$ cat src/rtl/pc_mux_pkg.sv
// Shared definitions for the fetch-path PC select logic.
package pc_mux_pkg;

   localparam int PC_SEL_WIDTH = 2;

   typedef enum logic [PC_SEL_WIDTH-1:0] {
      PC_SEL_NONE = 2'd0,
      PC_SEL_ADD4 = 2'd1,
      PC_SEL_JAL  = 2'd2,
      PC_SEL_JALR = 2'd3
   } pc_sel_t;

endpackage

$ cat src/rtl/pc_target_calc.sv
// Parallel next-PC candidate adders: sequential, PC-relative and register-based targets.
module pc_target_calc #(
   parameter int XLEN = 32
) (
   input  logic [XLEN-1:0] pc,
   input  logic [XLEN-1:0] rs1,
   input  logic [XLEN-1:0] imm,
   output logic [XLEN-1:0] pc_plus4,
   output logic [XLEN-1:0] pc_plus_imm,
   output logic [XLEN-1:0] jalr_target
);

   logic [XLEN-1:0] rs1_plus_imm_s;

   // All sums wrap modulo 2^XLEN; JALR drops bit 0 of its sum.
   assign pc_plus4       = pc + {{(XLEN-3){1'b0}}, 3'd4};
   assign pc_plus_imm    = pc + imm;
   assign rs1_plus_imm_s = rs1 + imm;
   assign jalr_target    = rs1_plus_imm_s & {{(XLEN-1){1'b1}}, 1'b0};

endmodule

$ cat src/rtl/pc_next_sel.sv
// Fetch PC register with next-PC selection; stall has priority over every select code.
module pc_next_sel
   import pc_mux_pkg::*;
#(
   parameter int              XLEN     = 32,
   parameter logic [XLEN-1:0] RESET_PC = 32'h0000_0000
) (
   input  logic                    clk,
   input  logic                    rst_n,
   input  logic [PC_SEL_WIDTH-1:0] pc_sel,
   input  logic                    taken,
   input  logic                    stall,
   input  logic [XLEN-1:0]         rs1,
   input  logic [XLEN-1:0]         imm,
   output logic [XLEN-1:0]         pc,
   output logic [XLEN-1:0]         next_pc,
   output logic                    redirect,
   output logic                    misaligned
);

   logic [XLEN-1:0] pc_r;
   logic [XLEN-1:0] next_pc_s;
   logic            redirect_s;
   logic [XLEN-1:0] pc_plus4_s;
   logic [XLEN-1:0] pc_plus_imm_s;
   logic [XLEN-1:0] jalr_target_s;
   pc_sel_t         sel_s;

   assign sel_s = pc_sel_t'(pc_sel);

   pc_target_calc #(.XLEN(XLEN)) u_target_calc (
      .pc          (pc_r),
      .rs1         (rs1),
      .imm         (imm),
      .pc_plus4    (pc_plus4_s),
      .pc_plus_imm (pc_plus_imm_s),
      .jalr_target (jalr_target_s)
   );

   // Next-PC mux and redirect flag, stall first.
   always_comb begin
      next_pc_s  = pc_r;
      redirect_s = 1'b0;
      if (stall) begin
         next_pc_s  = pc_r;
         redirect_s = 1'b0;
      end else begin
         case (sel_s)
            PC_SEL_NONE: begin
               next_pc_s  = pc_r;
               redirect_s = 1'b0;
            end
            PC_SEL_ADD4: begin
               next_pc_s  = pc_plus4_s;
               redirect_s = 1'b0;
            end
            PC_SEL_JAL: begin
               if (taken) begin
                  next_pc_s  = pc_plus_imm_s;
                  redirect_s = 1'b1;
               end else begin
                  next_pc_s  = pc_plus4_s;
                  redirect_s = 1'b0;
               end
            end
            PC_SEL_JALR: begin
               next_pc_s  = jalr_target_s;
               redirect_s = 1'b1;
            end
            default: begin
               next_pc_s  = pc_r;
               redirect_s = 1'b0;
            end
         endcase
      end
   end

   // Architectural PC register; a misaligned target is still loaded, trapping happens downstream.
   always_ff @(posedge clk or negedge rst_n) begin
      if (!rst_n) begin
         pc_r <= RESET_PC;
      end else begin
         pc_r <= next_pc_s;
      end
   end

   assign pc         = pc_r;
   assign next_pc    = next_pc_s;
   assign redirect   = redirect_s;
   assign misaligned = redirect_s & (next_pc_s[1] | next_pc_s[0]);

endmodule

$ cat config.mk
export PLATFORM = sky130hd
export DESIGN_NAME = pc_next_sel
export DESIGN_NICKNAME = d
export VERILOG_FILES = /design/src/rtl/pc_mux_pkg.sv /design/src/rtl/pc_target_calc.sv /design/src/rtl/pc_next_sel.sv
export SDC_FILE = /design/constraint.sdc
export NUM_CORES = 1
export LEC_CHECK = 0
export CAP_MARGIN = 10
export CORE_AREA = 3 3 118 120
export DETAILED_ROUTE_END_ITERATION = 8
export DIE_AREA = 0 0 121 123
export HOLD_SLACK_MARGIN = 0.15
export PLACE_DENSITY = 0.75
export SETUP_SLACK_MARGIN = 0.4
export SYNTH_ARGS = -nofsm -noshare
export SYNTH_HDL_FRONTEND = slang
export SYNTH_SLANG_ARGS = --single-unit
$ cat constraint.sdc
create_clock -name clk -period 3.65 [get_ports clk]
set_input_delay 0.73 -clock clk [delete_from_list [all_inputs] [get_ports clk]]
set_output_delay 0.73 -clock clk [all_outputs]
set_load 0.02 [all_outputs]
==> flow_metrics.tcl, run 1 <==
set metrics [dict create \
    overflow 8 \
    dp_cells 1379 \
    synth_cell_types 69 \
    boundaryPins 136 \
    yosys.area_share.adder_pct 14.1 \
    firstError "[ERROR GRT-0232] Routing congestion too high. Check the congestion heatmap in the GUI." \
    synth_top_area_share_pct 13.9 \
    grt_max_degree 33 \
    status "did not finish" \
    failing_step "5_1_grt" \
    yosys_register_bits 32 \
    synth_ff_type "dfrtp_1" \
    synthSimpleGateAreaFrac_pct 22.9 \
    worstEpCategory "output port" \
    gp_congestion 0.997 \
    crit_endpoint "next_pc[29]" \
    synthArstFlopShare_pct 100 \
    yosysWarnings 0 \
    syn_nets 939 \
    grt_usage_pct 65.9 \
    cts_buffers 5 \
    dp_slack_ns -1.48 \
    num_rows 42 \
    synth_xor_area_share_pct 9.86 \
    die_h_um 123 \
    start_util_pct 44.1 \
    synth_top_family_by_area "compound AO/OA/AOI/OAI gates" \
    synth-edff-count 0 \
    muxShareOfSynthArea_pct 1.06 \
    htree_levels 2 \
    cts_root_buf "clkbuf_16" \
    synth_area_leader_cell "dfrtp_1" \
    die_x_um 121 \
    synth_compound_area_share_pct 34.6 \
    clock_sinks 32 \
    syn_avg_cell_area_um2 7.17 \
    netlist_instances 805 \
    hold_buffers 0 \
    synth_area_um2 5770 \
    cts_max_path_buffers 2 \
    numPortBuffers 135 \
    yosysSeqAreaShare_pct 13.9 \
    ys_top_cells_by_area "dfrtp_1, ha_1, a21oi_1, xnor2_1, o21ai_0" \
    place_hpwl_mm 21.6 \
]
## cell families after synthesis
family	after synthesis
AOI/OAI and AO/OA	313
xor gates and xnor gates	65
adders and majority gates	64
buffers and inverters	52
DFF	32
muxes	6
and+or+nand+nor	273
## cells in the mapped netlist, types with 4 or more instances
cell type  number
a21oi_1        98
nand2_1        79
o21ai_0        71
nor2_1         68
ha_1           62
xnor2_1        41
a21o_1         34
dfrtp_1        32
nand3_1        26
clkbuf_1       25
xor2_1         24
nor3_1         20
inv_1          18
nand4_1        16
and3_1         15
a31oi_1        12
nor2b_1        11
a211oi_1       10
o22ai_1         9
and2_1          7
o21a_1          7
o31ai_1         7
a22oi_1         6
nand2b_1        6
o2111ai_1       6
buf_2           5
mux2i_1         5
nor3b_1         5
a221oi_1        4
a31o_2          4
a41oi_1         4
nor4_1          4
o221ai_1        4
or3_1           4
## metal layers
layer | global-route usage (%) | GRT overflow
met2 | 85.7 | 3
met5 | 20.8 | 0
met3 | 48.8 | 0
met4 | 62.0 | 5
met1 | 65.6 | 0
## timing repair
| item | 4_1_cts |
|---|---|
| pin swaps | 136 |
| endpoints found under the setup margin | 50 |
| resized for setup | 455 |
| setup buffers | 44 |
## metrics by stage
step           hold slack, ns  area (um^2)
3_5_place_dp            0.664         9770
3_3_place_gp            0.665         9770
2_1_floorplan           0.434         6080
4_1_cts                 0.686        11100
==> inputs of run 2 (changes only) <==
- CORE_AREA: 3 3 118 120 -> 3 3 143 145
- DIE_AREA: 0 0 121 123 -> 0 0 146 148
- HOLD_SLACK_MARGIN: 0.15 -> default
- PLACE_DENSITY: 0.75 -> default
- PLACE_DENSITY_LB_ADDON: default -> 0.15
- SETUP_SLACK_MARGIN: 0.4 -> default
- clock period: 3.65 -> 4.75 ns (I/O delays scaled with it)
==> run 2 against run 1 <==
  * The flow now finishes without violations
  * Synthesized cell count unchanged
  * Area after synthesis unchanged
==> flow_metrics.tcl, run 2 <==
set metrics [dict create \
    status "finished, final reports clean" \
    overflow 0 \
    fin_area_um2 9870 \
    setup_viol 0 \
    cts_root_buf "clkbuf_16" \
    arrival_ns 3.75 \
    cp.depth 10 \
    finalCriticalPeriod_ns 4.70 \
    rr_endpoint "pc[29]" \
    num_rows 51 \
    wl_per_cell_um 18.8 \
    synthTopCellsByCount "a21oi_1, nand2_1, o21ai_0" \
    worst_slew_pin_slew_ns 0.898 \
    hold_path_depth 2 \
    power_leakage_nw 4.40 \
    cts_buffers 5 \
    synthArstFlopShare_pct 100 \
    fin_ws_ns 0.0514 \
    synth_compound_area_share_pct 34.6 \
    ff2ff_setup_slack_ns 1.76 \
    clk_pin_slew_ns 0.06 \
    grt_pass1_vias 7361 \
    slowest_stage "clkdlybuf4s50_1" \
    crit_path_cell_trace "clkdlybuf4s50_1, buf_4, ha_1, a21o_1, o31ai_4, a2111oi_4, or3_1, a31o_1, o32a_1, buf_6" \
    first_pass_iters 5 \
    routed_via_density 5.45 \
    rsz0062_at_grt "true" \
    drtAntennaViolNets 0 \
    nets 1279 \
    route.detailed.drc 0 \
    max_stage_delay_ns 0.42 \
    crit_family "compound AO/OA/AOI/OAI gates" \
    synth_top_area_share_pct 13.9 \
    power.density_nw_per_um2 340 \
    numPortBuffers 135 \
    r2r_cells 12 \
    grt_max_degree 33 \
    cts_max_path_buffers 2 \
    n_antenna_cell 0 \
    largest_register_ffs 32 \
    cp-start-kind "input pin" \
    clock_skew_ns 0.0106 \
    antenna_found_initial 0 \
    synth_xor_area_share_pct 9.86 \
    clk_latency_ns 0.30 \
    vias 7687 \
    syn_avg_cell_area_um2 7.17 \
    fin_hold_ws_ns 0.578 \
    cts_tree "yes" \
    crit_type "input pin to output port" \
    placed_area_um2 8990 \
    yosysMostFrequentCell "a21oi_1" \
    path_buf_inv 3 \
    yosys_register_bits 32 \
    boundaryPins 136 \
    yosys.area_share.adder_pct 14.1 \
    netlist_instances 805 \
    gp_congestion 0.922 \
    die-area_um2 21600 \
    synth_area_leader_cell "dfrtp_1" \
    start_util_pct 29.9 \
    period_share_pct 98.9 \
    drive_above_1_share_pct 32.6 \
    yosysSeqAreaShare_pct 13.9 \
    syn2layout_area_growth_pct 71.1 \
    final_max_slew_viol_count 0 \
    dp_slack_ns -0.874 \
    min_delay_worst_endpoint "pc[0]" \
    ir_worst_vdd_mv 0.140 \
    cp_max_fo 7 \
    hold_viol 0 \
    final_common_cell "buf_4" \
    die_x_um 146 \
    synth_top_family_by_area "compound AO/OA/AOI/OAI gates" \
    hp-start "pc[0]" \
    htree_levels 2 \
    syn_nets 939 \
    core-area_um2 19300 \
    synth-edff-count 0 \
    endpoint_kind "output port" \
    place_hpwl_mm 21.0 \
    maxCapViolCount 0 \
    clock_sinks 32 \
    muxShareOfSynthArea_pct 1.06 \
    ys_top_cells_by_area "dfrtp_1, ha_1, a21oi_1, xnor2_1, o21ai_0" \
    synth_cell_types 69 \
    grt_usage_pct 23.5 \
    multi_input_area_um2 5450 \
    yosysWarnings 0 \
    regArea_um2 801 \
    synthSimpleGateAreaFrac_pct 22.9 \
    hp-class "flip-flop to flip-flop" \
    synth_ff_type "dfrtp_1" \
    mostFrequentLayoutCells "buf_4, clkdlybuf4s50_1, a21oi_1" \
    fill_cells 1901 \
    r2r-start "pc[0]" \
    relSlewSlack_pct 40.1 \
    max_freq_ghz 0.213 \
    die_h_um 148 \
    required_ns 3.80 \
    finalWirelength_mm 26.5 \
    synth_area_um2 5770 \
    drtIter0Drc 536 \
    grt_pass1_wl_mm 40.6 \
]
[run 2: cell counts after synthesis]
Identical to the previous run, type by type.
[run 2: repair_timing]
action	4_1_cts	5_1_grt
buffers inserted	6	5
pin swaps	34	42
hold buffers	0	0
endpoints found under the setup margin	24	25
gates resized for setup	162	102
[run 2: final cells by class]
| type | instances | area share (%) |
|---|---|---|
| clock buffers | 8 | 1.48 |
| multi-input cells | 721 | 55.2 |
| flip-flops and latches | 32 | 8.11 |
| inverters | 18 | 0.684 |
| well taps | 265 | 3.36 |
| repair buffers | 367 | 31.2 |
[run 2: kinds of logic after synthesis]
family	Yosys count
simple gates	273
flops	32
xor+xnor	65
fa+ha+maj	64
compound gates	313
mux	6
buf+inv	52
[run 2: worst max path at each step]
stage	from	to	slack [ns]
2_1_floorplan	rs1[1]	next_pc[24]	0.32
3_3_place_gp	imm[8]	next_pc[29]	-0.86
3_5_place_dp	imm[8]	next_pc[29]	-0.87
4_1_cts	imm[7]	next_pc[24]	-0.03
5_1_grt	imm[0]	next_pc[26]	-0.03
6_report	imm[18]	next_pc[29]	0.05
[run 2: through the flow]
stage	total power, mW	TNS (ns)	util (%)	cells
final	3.36	0	51.1	1411
after floorplan	1.66	0	-	805
after detailed placement	2.77	-14.33	46.5	1392
after global placement	2.77	-14.10	46.5	1392
after CTS	3.24	-0.0301	49.2	1406
after global routing	3.58	-0.0370	51.1	1411
[run 2: metal layers]
layer	wire length, um	global-route usage (%)
met1	12200	33.6
met5	0	0
met3	1840	3.43
met4	465	6.02
met2	12000	37.4
[run 2: worst register-to-register path, cell delays in order (launching register included)]
cell	delay, ns
dfrtp_1	0.41
ha_2	0.19
buf_4	0.12
buf_4	0.12
a21oi_2	0.21
nor2_4	0.08
o2111ai_4	0.24
a211oi_4	0.12
o31ai_4	0.27
a2111oi_4	0.13
or3_1	0.35
a31o_1	0.24
o32a_1	0.38
[run 2: power breakdown]
part / total (mW) / switching, mW / internal (mW)
registers: 0.487 / 0.144 / 0.342
logic: 2.52 / 1.27 / 1.24
clock network: 0.356 / 0.146 / 0.210
total: 3.36 / 1.56 / 1.79
Note: power is estimated with default switching activity, not from simulation.
==> inputs of run 3 (changes only) <==
==> constraint.sdc (replaced) <==
create_clock -name clk -period 4.75 [get_ports clk]
set_input_delay 0.475 -clock clk [delete_from_list [all_inputs] [get_ports clk]]
set_output_delay 0.475 -clock clk [all_outputs]
set_load 0.02 [all_outputs]
==> run 3 against run 2 <==
  * Routed wire length shrank 8.6%
  * Worst setup slack gained 0.088 ns
  * Cell count shrank 14%
  * Hold slack lost 0.27 ns
  * Core utilization shrank 11 points
  * Maximum frequency grew 1.9%
  * Clock power grew 2%
  * Sequential cell count is the same
  * Final area shrank 21%
  * Largest cell class unchanged
  * Largest power group unchanged
==> flow_metrics.tcl, run 3 (synthesis gave the netlist of run 2 again) <==
set metrics [dict create \
    r2r-start "pc[2]" \
    die_h_um 148 \
    route.detailed.drc 0 \
    first_pass_iters 5 \
    endpoint_kind "output port" \
    cts_max_path_buffers 2 \
    cts_tree "yes" \
    worst_slew_pin_slew_ns 0.905 \
    drive_above_1_share_pct 6.92 \
    final_max_slew_viol_count 0 \
    vias 6819 \
    r2r_cells 10 \
    hp-class "input pin to asynchronous set/reset pin" \
    period_share_pct 97.1 \
    fin_ws_ns 0.139 \
    start_util_pct 29.9 \
    power_leakage_nw 3.25 \
    clock_sinks 32 \
    fin_setup_tns_ns 0 \
    grt_pass1_vias 6595 \
    hold_viol 0 \
    grt_pass1_wl_mm 37.1 \
    place_hpwl_mm 19.6 \
    wl_per_cell_um 19.9 \
    mostFrequentLayoutCells "clkdlybuf4s50_1, a21oi_1, nand2_1" \
    finalWirelength_mm 24.2 \
    clk_latency_ns 0.30 \
    die_x_um 146 \
    placed_area_um2 7620 \
    clk_pin_slew_ns 0.06 \
    num_rows 51 \
    required_ns 4.28 \
    dp_slack_ns 0.0205 \
    ff2ff_setup_slack_ns 1.59 \
    setup_viol 0 \
    arrival_ns 4.14 \
    clock_skew_ns 0.00608 \
    fill_cells 2025 \
    boundaryPins 136 \
    fin_area_um2 7780 \
    cp-start-kind "input pin" \
    fin_util_pct 40.3 \
    cts_root_buf "clkbuf_16" \
    power.density_nw_per_um2 357 \
    final_common_cell "clkdlybuf4s50_1" \
    htree_levels 2 \
    largest_register_ffs 32 \
    post-cts-setup-buffers 0 \
    grt_max_degree 33 \
    ir_worst_vdd_mv 0.147 \
    routed_via_density 5.59 \
    max_freq_ghz 0.217 \
    core-area_um2 19300 \
    maxCapViolCount 0 \
    rr_endpoint "pc[29]" \
    drtAntennaViolNets 0 \
    finalCriticalPeriod_ns 4.61 \
    numPortBuffers 135 \
    cp_max_fo 5 \
    cts_buffers 5 \
    status "finished, final reports clean" \
    relSlewSlack_pct 39.7 \
    rsz0062_at_grt "false" \
    syn2layout_area_growth_pct 34.8 \
    nets 1087 \
    gp_congestion 0.913 \
    overflow 0 \
    die-area_um2 21600 \
    antenna_found_initial 0 \
    crit_type "input pin to output port" \
    grt_usage_pct 21.6 \
    n_antenna_cell 0 \
    drtIter0Drc 565 \
]
run 3: changes by cell type in the layout (fill, tap and decap cells not counted), sizes merged:
cell           delta
clkbuf            -5
clkdlybuf4s50    +49
dlygate4sd2      -15
clkdlybuf4s15     -4
dlymetal6s2s     -11
buf             -206
run 3: worst max path at each step:
stage / slack (ns) / start / cells past startpoint / endpoint
after floorplan: 1.27 / rs1[1] / 11 / next_pc[24]
after global placement: 0.07 / imm[0] / 14 / next_pc[30]
after detailed placement: 0.02 / imm[0] / 14 / next_pc[30]
after CTS: 0.005 / imm[0] / 14 / next_pc[30]
after global routing: 0.003 / imm[4] / 12 / next_pc[29]
final: 0.14 / imm[4] / 12 / next_pc[29]
run 3: repair_timing:
action | CTS | global route
gates resized for setup | 0 | 8
endpoints found under the setup margin | 0 | 6
hold buffers | 0 | 0
endpoints found under the hold margin | 0 | 0
run 3: metal layers:
layer | GRT usage (%) | wire length (um) | part of all wire, % | vias to the layer above
li1 | - | - | - | 3338
met1 | 30.1 | 11300 | 47 | 3228
met2 | 34.8 | 10800 | 45 | 218
met3 | 3.77 | 1570 | 6.5 | 35
met4 | 5.64 | 508 | 2.1 | 0
met5 | 0 | 0 | 0 | -
run 3: final cells by class:
type | count | area [um^2] | share of cell area, %
clock buffers | 8 | 146 | 1.88
inverters | 18 | 67.6 | 0.868
multi-input cells | 721 | 4780 | 61.4
flip-flops and latches | 32 | 801 | 10.3
well taps | 265 | 332 | 4.26
repair buffers | 175 | 1660 | 21.3
run 3: through the flow:
stage	hold slack (ns)	std cells	power, mW
final	0.306	1219	2.78
after global routing	0.377	1219	2.96
after CTS	0.336	1219	2.77
after detailed placement	0.587	1211	2.39
after global placement	0.573	1211	2.40
after floorplan	0.179	805	1.66
run 3: worst max-delay path: stages:
cell and delay (ns):
clkdlybuf4s50_1 0.43, ha_1 0.39, a21o_1 0.23, a31o_2 0.25, o2111ai_4 0.27, a211oi_2 0.14, o31ai_2 0.31, a2111oi_1 0.16
or3_1 0.36, a31o_1 0.22, o32a_1 0.36, clkdlybuf4s50_1 0.54
run 3: where the power goes:
| part | leakage, nW | switching (mW) | internal (mW) |
|---|---|---|---|
| combinational | 2.79 | 1.07 | 0.853 |
| clock | 0.0712 | 0.154 | 0.210 |
| sequential | 0.398 | 0.148 | 0.342 |
==> inputs of run 4 (changes only) <==
- CORE_AREA: 3 3 143 145 -> 4 4 144 146
- DIE_AREA: 0 0 146 148 -> 0 0 148 150
==> run 4 against run 3 <==
  * Global-route usage is 0.69 points lower
  * Final area is 0.51% lower
  * Largest cell class unchanged
  * Register-to-register slack worse by 0.10 ns
  * Via count is 0.47% lower
==> flow_metrics.tcl, run 4 (synthesis gave the netlist of run 2 again) <==
set metrics [dict create \
    grt_max_degree 33 \
    vias 6787 \
    overflow 0 \
    route.detailed.drc 0 \
    clock_skew_ns 0.00984 \
    grt_pass1_wl_mm 36.5 \
    wl_per_cell_um 20.0 \
    cts_tree "yes" \
    drive_above_1_share_pct 6.75 \
    cts_max_path_buffers 2 \
    start_util_pct 29.8 \
    gp_congestion 0.914 \
    cts_buffers 5 \
    boundaryPins 136 \
    fin_hold_ws_ns 0.310 \
    ir_worst_vdd_mv 0.180 \
    num_rows 51 \
    numPortBuffers 135 \
    die-area_um2 22200 \
    status "finished, final reports clean" \
    multi_input_area_um2 4790 \
    antenna_found_initial 0 \
    clock_sinks 32 \
    hold_viol 0 \
    cp_common_cell "clkdlybuf4s50_1" \
    hp-class "input pin to asynchronous set/reset pin" \
    finalCriticalPeriod_ns 4.57 \
    power_leakage_nw 3.21 \
    regArea_um2 801 \
    crit_family "compound AO/OA/AOI/OAI gates" \
    ff2ff_setup_slack_ns 1.49 \
    cp.depth 12 \
    fin_setup_tns_ns 0 \
    htree_levels 2 \
    power.density_nw_per_um2 354 \
    r2r_cells 10 \
    syn2layout_area_growth_pct 34.1 \
    max_stage_delay_ns 0.55 \
    final_max_slew_viol_count 0 \
    place_hpwl_mm 19.6 \
    n_antenna_cell 0 \
    grt_usage_pct 20.9 \
    cp_max_fo 5 \
    routed_via_density 5.60 \
    mostFrequentLayoutCells "clkdlybuf4s50_1, a21oi_1, nand2_1" \
    grt_pass1_vias 6498 \
    first_pass_iters 6 \
    power_mw 2.74 \
    required_ns 4.28 \
    hold_buffers 0 \
    die_h_um 150 \
    final_common_cell "clkdlybuf4s50_1" \
    period_share_pct 96.3 \
    cts_root_buf "clkbuf_16" \
    cp-start-kind "input pin" \
    largest_register_ffs 32 \
    endpoint_kind "output port" \
    max_freq_ghz 0.219 \
    die_x_um 148 \
    core-area_um2 19400 \
    fill_cells 2112 \
    arrival_ns 4.10 \
    path_buf_inv 2 \
    clk_pin_slew_ns 0.07 \
    clk_latency_ns 0.30 \
    drtIter0Drc 491 \
    maxCapViolCount 0 \
    setup_viol 0 \
    relSlewSlack_pct 39.1 \
    nets 1082 \
    slowest_stage "clkdlybuf4s50_1" \
    finalWirelength_mm 24.2 \
    crit_path_cell_trace "clkdlybuf4s50_1, ha_1, a21o_1, a31o_2, o2111ai_4, a211oi_2, o31ai_2, a2111oi_2, or3_1, a31o_1, o32a_1, clkdlybuf4s50_1" \
    crit_type "input pin to output port" \
    crit_start "imm[4]" \
    worst_slew_pin_slew_ns 0.913 \
    r2r-start "pc[4]" \
    drtAntennaViolNets 0 \
]
[run 4: timing repair]
| item | in CTS | in global routing |
|---|---|---|
| endpoints found under the setup margin | 0 | 10 |
| resized for setup | 0 | 10 |
| setup buffers | 0 | 0 |
[run 4: worst paths after layout]
path                               endpoint
worst max-delay path            next_pc[29]
worst min-delay path                 pc[10]
worst max register to register       pc[29]
worst min register to register        pc[0]
max in group asynchronous            pc[29]
min in group clk                      pc[0]
[run 4: metal layers]
| metal | GRT usage [%] | share of wire (%) | up-vias |
|---|---|---|---|
| met4 | 4.94 | 2.1 | 0 |
| met2 | 33.7 | 45 | 254 |
| met5 | 0 | 0 | - |
| li1 | - | - | 3358 |
| met3 | 4.33 | 7.6 | 35 |
| met1 | 28.9 | 46 | 3140 |
[run 4: worst register-to-register path, stage by stage, from the launching register on]
cell	delay, ns
dfrtp_1	0.49
ha_1	0.40
a21o_1	0.22
a31o_2	0.24
o2111ai_4	0.25
a211oi_2	0.14
o31ai_2	0.31
a2111oi_2	0.14
or3_1	0.36
a31o_1	0.21
o32a_1	0.36
[run 4: power breakdown]
group | internal [mW] | switching (mW)
sequential | 0.342 | 0.157
combinational | 0.845 | 1.06
clock | 0.191 | 0.147
[run 4: per-stage QoR]
step	instances	util [%]	instance area, um^2	setup WS [ns]
global route	1213	39.9	7740	-0.0443
CTS	1213	39.8	7710	0.0191
global placement	1206	39.1	7580	0.0589
finish	1213	39.9	7740	0.178
floorplan	805	-	5770	1.27
detailed placement	1206	39.1	7580	0.0336
[run 4: layout make-up]
cell class	count	share of cell area, %
clock buffer	6	1.66
multi-input combinational	721	61.9
inverter	18	0.873
clock inverter	1	0.0646
sequential	32	10.3
timing repair buffer	170	20.9
tap	265	4.28
